## config.mk

```make
export PLATFORM = sky130hd
export DESIGN_NAME = adc_capture_ctrl
export DESIGN_NICKNAME = d
export VERILOG_FILES = /design/src/rtl/adc_capture_ctrl_pkg.sv /design/src/rtl/capture_down_counter.sv /design/src/rtl/adc_capture_ctrl.sv
export SDC_FILE = /design/constraint.sdc
export NUM_CORES = 1
export LEC_CHECK = 0
export BUFFER_PORTS_ARGS = -buffer_cell sky130_fd_sc_hd__buf_2
export CELL_PAD_IN_SITES_DETAIL_PLACEMENT = 1
export CELL_PAD_IN_SITES_GLOBAL_PLACEMENT = 2
export CORE_MARGIN = 2
export CORE_UTILIZATION = 34
export DETAILED_ROUTE_END_ITERATION = 10
export GPL_TIMING_DRIVEN = 0
export PLACE_DENSITY = 0.83
export RECOVER_POWER = 100
export SLEW_MARGIN = 20
export SYNTH_ARGS = -nofsm -noshare
export SYNTH_HDL_FRONTEND = slang
export SYNTH_SLANG_ARGS = --single-unit
```

## constraint.sdc

```tcl
create_clock -name adc_clk -period 9.7 [get_ports adc_clk]
set_input_delay 0.485 -clock adc_clk [delete_from_list [all_inputs] [get_ports adc_clk]]
set_output_delay 0.485 -clock adc_clk [all_outputs]
set_load 0.01 [all_outputs]
```

## src/rtl/adc_capture_ctrl_pkg.sv

```systemverilog
// Shared types and default widths for the ADC capture sequencer.
// Optional decimation is enabled with the CAPTURE_DOWNSAMPLE_EN macro.
package adc_capture_ctrl_pkg;

  localparam int unsigned ADC_W_DEF        = 10;
  localparam int unsigned SAMPLE_CNT_W_DEF = 16;
  localparam int unsigned OFFSET_W_DEF     = 32;
`ifdef CAPTURE_DOWNSAMPLE_EN
  localparam int unsigned DOWNSAMPLE_W     = 16;
`endif

  typedef enum logic [1:0] {
    ST_IDLE    = 2'd0,
    ST_DELAY   = 2'd1,
    ST_CAPTURE = 2'd2,
    ST_DONE    = 2'd3
  } capture_state_t;

  // A capture is in flight while waiting out the offset or streaming samples.
  function automatic logic is_busy(input capture_state_t s);
    return (s == ST_DELAY) || (s == ST_CAPTURE);
  endfunction

endpackage

```

## src/rtl/capture_down_counter.sv

```systemverilog
// Loadable saturating down-counter with a zero terminal flag.
module capture_down_counter #(
  parameter int unsigned W = 16
) (
  input  logic         clk,
  input  logic         reset_n,
  input  logic         load,
  input  logic [W-1:0] load_val,
  input  logic         en,
  output logic         zero_c
);

  logic [W-1:0] cnt_q;

  // Load wins over decrement; the count sticks at zero rather than wrapping.
  always_ff @(posedge clk) begin
    if (!reset_n) begin
      cnt_q <= '0;
    end else if (load) begin
      cnt_q <= load_val;
    end else if (en && (cnt_q != '0)) begin
      cnt_q <= cnt_q - W'(1);
    end
  end

  assign zero_c = (cnt_q == '0);

endmodule

```

## src/rtl/adc_capture_ctrl.sv

```systemverilog
// Capture sequencer: after a go edge, waits offset_i cycles then streams max_samples_i
// ADC samples into the sample FIFO. Decimation is added under CAPTURE_DOWNSAMPLE_EN.
module adc_capture_ctrl
  import adc_capture_ctrl_pkg::*;
#(
  parameter int unsigned ADC_W        = ADC_W_DEF,
  parameter int unsigned SAMPLE_CNT_W = SAMPLE_CNT_W_DEF,
  parameter int unsigned OFFSET_W     = OFFSET_W_DEF
) (
  input  logic                    adc_clk,
  input  logic                    reset_n,
  input  logic                    capture_go_i,
  input  logic [ADC_W-1:0]        adc_data_i,
  input  logic [OFFSET_W-1:0]     offset_i,
  input  logic [SAMPLE_CNT_W-1:0] max_samples_i,
`ifdef CAPTURE_DOWNSAMPLE_EN
  input  logic [15:0]             downsample_i,
`endif
  input  logic                    fifo_full_i,
  output logic                    fifo_wr_en_o,
  output logic [ADC_W-1:0]        fifo_data_o,
  output logic                    capture_active_o,
  output logic                    capture_done_o,
  output logic                    overflow_o,
  output logic [SAMPLE_CNT_W-1:0] sample_count_o
);

  capture_state_t          state_q, state_d;
  logic                    go_q;
  logic                    go_edge_c;
  logic [SAMPLE_CNT_W-1:0] max_q;
  logic [SAMPLE_CNT_W-1:0] cnt_inc_c;
  logic                    latch_c;
  logic                    write_c;
  logic                    drop_c;
  logic                    dly_load_c;
  logic                    dly_en_c;
  logic                    dly_zero_c;
  logic                    keep_c;

  assign go_edge_c = capture_go_i & ~go_q;
  assign cnt_inc_c = (&sample_count_o) ? sample_count_o : sample_count_o + SAMPLE_CNT_W'(1);

  // Delay counter is loaded with offset-1 so it hits zero on the edge that moves to CAPTURE.
  capture_down_counter #(.W(OFFSET_W)) u_delay_cnt (
    .clk      (adc_clk),
    .reset_n  (reset_n),
    .load     (dly_load_c),
    .load_val (offset_i - OFFSET_W'(1)),
    .en       (dly_en_c),
    .zero_c   (dly_zero_c)
  );

`ifdef CAPTURE_DOWNSAMPLE_EN
  logic [DOWNSAMPLE_W-1:0] ds_q;
  logic                    dec_load_c;
  logic                    dec_en_c;
  logic                    dec_zero_c;

  // Skip counter: zero means keep; reloaded with the ratio after every kept sample.
  assign dec_load_c = latch_c | write_c;
  assign dec_en_c   = (state_q == ST_CAPTURE) & capture_go_i & ~dec_zero_c;

  capture_down_counter #(.W(DOWNSAMPLE_W)) u_decim_cnt (
    .clk      (adc_clk),
    .reset_n  (reset_n),
    .load     (dec_load_c),
    .load_val (latch_c ? '0 : ds_q),
    .en       (dec_en_c),
    .zero_c   (dec_zero_c)
  );

  assign keep_c = dec_zero_c;

  always_ff @(posedge adc_clk) begin
    if (!reset_n) begin
      ds_q <= '0;
    end else if (latch_c) begin
      ds_q <= downsample_i;
    end
  end
`else
  assign keep_c = 1'b1;
`endif

  // Next-state and per-edge strobes.
  always_comb begin
    state_d    = state_q;
    latch_c    = 1'b0;
    write_c    = 1'b0;
    drop_c     = 1'b0;
    dly_load_c = 1'b0;
    dly_en_c   = 1'b0;
    case (state_q)
      ST_IDLE: begin
        if (go_edge_c) begin
          latch_c    = 1'b1;
          dly_load_c = 1'b1;
          if (max_samples_i == '0) begin
            state_d = ST_DONE;
          end else if (offset_i == '0) begin
            state_d = ST_CAPTURE;
          end else begin
            state_d = ST_DELAY;
          end
        end
      end
      ST_DELAY: begin
        if (!capture_go_i) begin
          state_d = ST_IDLE;
        end else if (dly_zero_c) begin
          state_d = ST_CAPTURE;
        end else begin
          dly_en_c = 1'b1;
        end
      end
      ST_CAPTURE: begin
        if (!capture_go_i) begin
          state_d = ST_IDLE;
        end else if (keep_c) begin
          if (fifo_full_i) begin
            drop_c  = 1'b1;
            state_d = ST_DONE;
          end else begin
            write_c = 1'b1;
            if (cnt_inc_c >= max_q) begin
              state_d = ST_DONE;
            end
          end
        end
      end
      ST_DONE: begin
        if (!capture_go_i) begin
          state_d = ST_IDLE;
        end
      end
      default: state_d = ST_IDLE;
    endcase
  end

  // go_q resets high so a go level already present at reset release is not an edge.
  always_ff @(posedge adc_clk) begin
    if (!reset_n) begin
      state_q          <= ST_IDLE;
      go_q             <= 1'b1;
      max_q            <= '0;
      fifo_wr_en_o     <= 1'b0;
      fifo_data_o      <= '0;
      capture_active_o <= 1'b0;
      capture_done_o   <= 1'b0;
      overflow_o       <= 1'b0;
      sample_count_o   <= '0;
    end else begin
      state_q          <= state_d;
      go_q             <= capture_go_i;
      fifo_wr_en_o     <= write_c;
      capture_active_o <= is_busy(state_d);
      capture_done_o   <= (state_q == ST_DONE) & capture_go_i;
      if (latch_c) begin
        max_q <= max_samples_i;
      end
      if (write_c) begin
        fifo_data_o <= adc_data_i;
      end
      if (latch_c) begin
        sample_count_o <= '0;
      end else if (write_c) begin
        sample_count_o <= cnt_inc_c;
      end
      if (latch_c) begin
        overflow_o <= 1'b0;
      end else if (drop_c) begin
        overflow_o <= 1'b1;
      end
    end
  end

endmodule

```

# After elaboration in Yosys (flattened, before gate mapping)
# Cells that the tools add are included.
totals:
  regBits: 81
  input_bits: 62
op_classes:
  addsub: 3
  order_cmp: 1
  eq_ne: 5
  mux: 24
  n_bitwise: 4
  reduce_logical: 10
op_table:
  columns: ["cell", "count"]
  rows:
  - ["zero test 32 bit", 2]
  - ["2-to-1 mux 32 bit", 2]
  - ["subtractor 32 x 1 -> 32 bit, second input constant", 2]
  - ["nonzero test 32 bit", 1]
  - ["2-to-1 mux 2 bit", 9]
  - ["adder 16 x 1 -> 16 bit, second input constant", 1]
  - [">= comparator 16 bit", 1]
  - ["zero test 16 bit", 1]
  - ["2-to-1 mux 16 bit", 1]
  - ["AND reduction 16 bit", 1]
  - ["2-to-1 mux 1 bit", 11]
  - ["case mux 2 bit (4 select lines)", 1]
  - ["== test 2 bit, second input constant", 3]
  - ["== test 2 x 1 -> 1 bit, second input constant", 2]
  - ["AND 1 bit", 2]
  - ["zero test 2 bit", 1]
  - ["inverter 1 bit", 2]
  - ["nonzero test 2 bit", 1]
  - ["OR reduction 2 bit", 1]
  - ["logical AND 1 bit", 1]
  - ["logical OR 1 bit", 1]

# Depth between registers and ports, before layout
logic_depth:
  word_depth: 9
  ltp_mapped: 16
  ltp_nobuf: 15

# Modules after synthesis
# A second synthesis with hierarchy kept.
hier_totals:
  hier_cells: 671
  area_unflattened_um2: 5208.7
by_module_without_submodules:
  columns: ["mod", "n_inst", "cells_each", "area_per_inst_um2", "seq_area_each_um2"]
  rows:
  - ["adc_capture_ctrl", 1, 422, 3159.3, 980.9]
  - ["capture_down_counter", 1, 249, 2049.5, 640.6]

# Worst setup path after synthesis
# OpenSTA, ideal clock, no wires.
synth_timing:
  kind: "in2reg"
  from: "input capture_go_i"
  to: "register u_delay_cnt.cnt_q[24]"
  setup_ns: 0.091
  arrival_ns: 3.562
  t_required_ns: 9.609
  path_slack_ns: 6.047
  stages: 15
  n_path_buf: 6
  path_cell_list: "or4b_1 -> buf_2 -> clkbuf_1 -> clkbuf_1 -> clkbuf_1 -> clkbuf_1 -> a21boi_0 -> ha_1 -> clkbuf_1 -> nand4_1 -> nand2_1 -> and3_1 -> nand3_1 -> or3_1 -> a311oi_1"
synth_via:
  elab_chain_len: 4
  word_cells_on_any_way: 8
synth_rtl:
  columns: ["element", "line", "rtl"]
  rows:
  - ["start: declaration", "adc_capture_ctrl.sv:12", "input logic capture_go_i,"]
  - ["AND 1 bit or 2-to-1 mux 1 bit (tied branches)", "adc_capture_ctrl.sv:41, adc_capture_ctrl.sv:109", null]
  - ["2-to-1 mux 1 bit, on equally long branches", "adc_capture_ctrl.sv:96, adc_capture_ctrl.sv:94", null]
  - ["2-to-1 mux 1 bit or logical AND 1 bit (tied branches)", "adc_capture_ctrl.sv:94, capture_down_counter.sv:21", null]
  - ["2-to-1 mux 32 bit or nonzero test 2 bit (tied branches)", null, null]
  - ["end signal: assignment", "capture_down_counter.sv:20", "cnt_q <= load_val;"]
  - ["end signal: assignment", "capture_down_counter.sv:22", "cnt_q <= cnt_q - W'(1);"]
  - ["end: declaration", "capture_down_counter.sv:13", "logic [W-1:0] cnt_q;"]
# Parallel ways exist; a longest one is shown, timed or not.
# A chain may end at the register's enable or synchronous reset.

# Worst setup path after layout
layout_timing:
  from: "register state_q[0]"
  to: "register u_delay_cnt.cnt_q[24]"
layout_via:
  elab_chain_len: 4
  word_cells_on_any_way: 7
layout_rtl:
  columns: ["element", "line", "rtl"]
  rows:
  - ["start: declaration", "adc_capture_ctrl.sv:28", "capture_state_t state_q, state_d;"]
  - ["start signal: assignment", "adc_capture_ctrl.sv:154", "state_q <= state_d;"]
  - ["== test 2 x 1 -> 1 bit", "adc_capture_ctrl.sv:94", "case (state_q)"]
  - ["2-to-1 mux 1 bit", "adc_capture_ctrl.sv:94", null]
  - ["logical AND 1 bit", "capture_down_counter.sv:21", "end else if (en && (cnt_q != '0)) begin"]
  - ["nonzero test 2 bit (no source line)", null, null]
# Parallel ways exist; a longest one is shown, timed or not.

==> results.json <==
{
  "status": "finished, violations left",
  "failed_checks": "capacitance limit, slew limit",
  "synthAdderAreaFrac": 0.0433,
  "hold_buffers": 0,
  "place_congestion": 0.899,
  "drc_errors": 0,
  "yosysSeqAreaShare": 0.312,
  "cts_buffer_depth": 2,
  "tritoncts": "built",
  "wl_per_cell_um": 20.2,
  "slowest_stage": "nor4b_1",
  "htreeDepth": 3,
  "synth_ff_type": "dfxtp_1",
  "yosys.cell_types.count": 63,
  "fmax_ghz": 0.147,
  "fillers": 1941,
  "synthXorXnorAreaFrac": 0.0758,
  "start_util": 0.345,
  "drt-initial-drc-count": 298,
  "crit_top_cell": "clkbuf_1",
  "numPortBuffers": 91,
  "regToRegStartpoint": "state_q[0]",
  "pwr-share-clk": 0.404,
  "rrSetupSlack_ps": 2920,
  "grt-ovfl-total": 0,
  "multiInputGateArea_um2": 3330,
  "yosys_warnings": 0,
  "grt_pass1_wl_mm": 32.1,
  "reg2reg_depth": 16,
  "drt.antenna.violating_nets": 0,
  "finalCritPeriodShare": 0.699,
  "intPower_uw": 614,
  "routed_wl_mm": 20.1,
  "die_w_um": 128,
  "core_region_area_um2": 15100,
  "path_clk_slew_ps": 70,
  "fin_skew_ps": 6.45,
  "critPathLaunch": "state_q[0]",
  "vias_per_cell": 5.72,
  "die_h_um": 128,
  "vias": 5693,
  "clk_latency_ps": 360,
  "crit_arrival_ps": 7050,
  "path_cells": "clkbuf_1 > nor4b_1 > clkbuf_1 > clkbuf_1 > clkbuf_1 > clkbuf_1 > nand2_1 > a21boi_0 > ha_1 > clkbuf_1 > nand4_1 > nand2_1 > and3_1 > and3_1 > mux2i_1 > a311oi_1",
  "clock-sinks": 81,
  "critPathLaunchType": "register",
  "swShare": 0.317,
  "cp_top_family": "simple AND/OR/NAND/NOR gates",
  "synth_edf_count": 0,
  "post_cts_buffers": 0,
  "boundaryPins": 92,
  "power_density_nw_per_um2": 147,
  "required_ps": 9960,
  "p_total_uw": 900,
  "cts-root-buf": "clkbuf_16",
  "hold_violations": 0,
  "regArea_um2": 1620,
  "cts_made_buffers": 9,
  "synthMuxAreaShare": 0.0241,
  "synth-simple-area-share": 0.316,
  "drive_gt1_frac": 0.108,
  "syn2layout_area_growth_pct": 17.7,
  "cap_viol_max_count": 1,
  "synth_area_um2": 5200,
  "netlist_instances": 701,
  "criticalPathCategory": "register to register",
  "setup_ws_ps": 2920,
  "synth_top_family_by_area": "simple AND/OR/NAND/NOR gates",
  "holdCritPathClass": "primary input to register",
  "p_sw_uw": 286,
  "cp-endpoint": "u_delay_cnt.cnt_q[24]",
  "die_area_um2": 16300,
  "setup_viol": 0,
  "rr_endpoint": "u_delay_cnt.cnt_q[24]",
  "worstMarginPinSlew_ps": 2340,
  "rsz0062_at_grt": "false",
  "slowest_delay_ps": 1890,
  "relSlewSlack": -0.585,
  "synth_compound_area_frac": 0.185,
  "firstDrtPassIters": 5,
  "postLayoutCoreUtil": 0.406,
  "worstSetupEndpointType": "register",
  "combPwrFrac": 0.200,
  "antenna_found_initial": 0,
  "row_count": 45,
  "grt_use_total": 0.253,
  "critPathMaxFanout": 10,
  "path_depth": 16,
  "nets": 883,
  "grt_pass1_vias": 5932,
  "avgSynthCellArea_um2": 7.42,
  "post-place-ws_ps": 4470,
  "slew_viol_final": 11,
  "syn_nets": 781,
  "diodes": 0,
  "hpwlAfterDp_mm": 14.8,
  "path_buf_inv": 6,
  "pwr-share-seq": 0.396,
  "period_minus_slack_ps": 6780,
  "fin_setup_tns_ps": 0,
  "async_flop_share": 0,
  "grt_max_degree": 15,
  "leakagePower_uw": 0.00227,
  "synth-seq-cells": 81,
  "postCtsResizedCells": 0,
  "ir_drop_mv": 0.0783
}
==> Yosys cell counts (all sizes together) (3+ instances only) <==
master | n | area (um2)
nand2 | 130 | 488
dfxtp | 81 | 1620
a21oi | 57 | 285
nor2 | 54 | 205
nand3 | 32 | 173
nor3 | 31 | 155
clkbuf | 26 | 97.6
xnor2 | 25 | 219
xor2 | 20 | 175
ha | 18 | 225
nand4 | 18 | 113
nor4 | 18 | 119
o21ai | 17 | 85.1
o22ai | 17 | 106
inv | 16 | 60.1
a31oi | 14 | 87.6
buf | 13 | 65.1
and2 | 12 | 75.1
and3 | 9 | 56.3
mux2i | 8 | 80.1
or3 | 8 | 50.1
or4 | 8 | 63.8
a211oi | 6 | 50.1
nand2b | 6 | 37.5
o211ai | 6 | 45.0
o31ai | 5 | 37.5
mux2 | 4 | 45.0
a211o | 3 | 26.3
a311oi | 3 | 26.3
and4 | 3 | 26.3
nor2b | 3 | 18.8
o211a | 3 | 30.0
==> cell type report <==
class                   instances  area share
flip-flops and latches         81       0.265
well taps                     188      0.0384
multi-input cells             564       0.544
plain buffers                  39      0.0247
inverters                      17      0.0104
clock buffers                  10      0.0390
clock inverters                 6      0.0108
repair buffers                 91      0.0679
==> routing by layer <==
layer  vias up  part of all wire  global-route usage
met5         -                 0                   0
met4         0             0.021              0.0866
met3        31             0.036              0.0321
met2       134              0.46               0.416
met1      2802              0.48               0.343
li1       2726                 -                   -
==> how the worst min path moves through the flow <==
stage	startpoint	endpoint	slack [ps]	cells past startpoint
global route	adc_data_i[7]	fifo_data_o[7]	380	3
detailed placement	max_q[12]	max_q[12]	450	2
CTS	reset_n	go_q	360	2
global placement	fifo_data_o[3]	fifo_data_o[3]	440	2
floorplan	max_q[10]	max_q[10]	440	2
finish	adc_data_i[3]	fifo_data_o[3]	370	3
==> worst register-to-register path: stages (launching register included) <==
cell and delay [ps]:
dfxtp_1 310, clkbuf_1 210, nor4b_1 1890, clkbuf_1 540, clkbuf_1 600, clkbuf_1 570
clkbuf_1 580, nand2_1 180, a21boi_0 170, ha_1 210, clkbuf_1 220, nand4_1 180
nand2_1 130, and3_1 300, and3_1 230, mux2i_1 130, a311oi_1 240
==> stage by stage <==
step	instances	instance area, um2	hold slack [ps]
final	996	6120	370
after detailed placement	980	5890	451
after global routing	996	6120	384
after global placement	980	5890	441
after CTS	996	6200	363
after floorplan	701	5200	436
==> power by group through the flow <==
stage	clock (uW)	combinational, uW	sequential (uW)
floorplan	0	115	360
global placement	0	173	363
detailed placement	0	178	363
CTS	366	180	356
global route	382	197	358
finish	363	180	357
==> cell families after synthesis <==
logic type / after synthesis
simple gates: 339
compound gates: 150
flops: 81
buf+inv: 56
xor+xnor: 45
fa+ha+maj: 18
mux: 12
==> state kept, by name (all words and copies together) (netlist names) <==
signal	flops
overflow_o	1
go_q	1
state_q	2
capture_done_o	1
capture_active_o	1
u_delay_cnt.cnt_q	32
fifo_data_o	10
sample_count_o	16
max_q	16
fifo_wr_en_o	1
==> placed cells by master, fill, tap and decap left out, types with 4 or more instances in the layout <==
cell type  instances
xnor2_1           25
and3_1             9
or4_1              7
ha_1              18
buf_2             60
mux2_2             4
mux2i_1            8
nand3_1           31
and2_0             4
nor4_1            17
nor3_1            31
nor2_1            53
inv_1             16
o211ai_1           6
nand4_1           18
a21oi_1           57
o31ai_1            5
clkbuf_1          67
nand2_1          130
or3_1              8
a211oi_1           5
nand2b_1           6
dfxtp_1           81
o21ai_0           16
o22ai_1           17
xor2_1            20
a31oi_1           14
clkbuf_16          9
and2_1             8
Note: power is estimated with default switching activity, not from simulation.
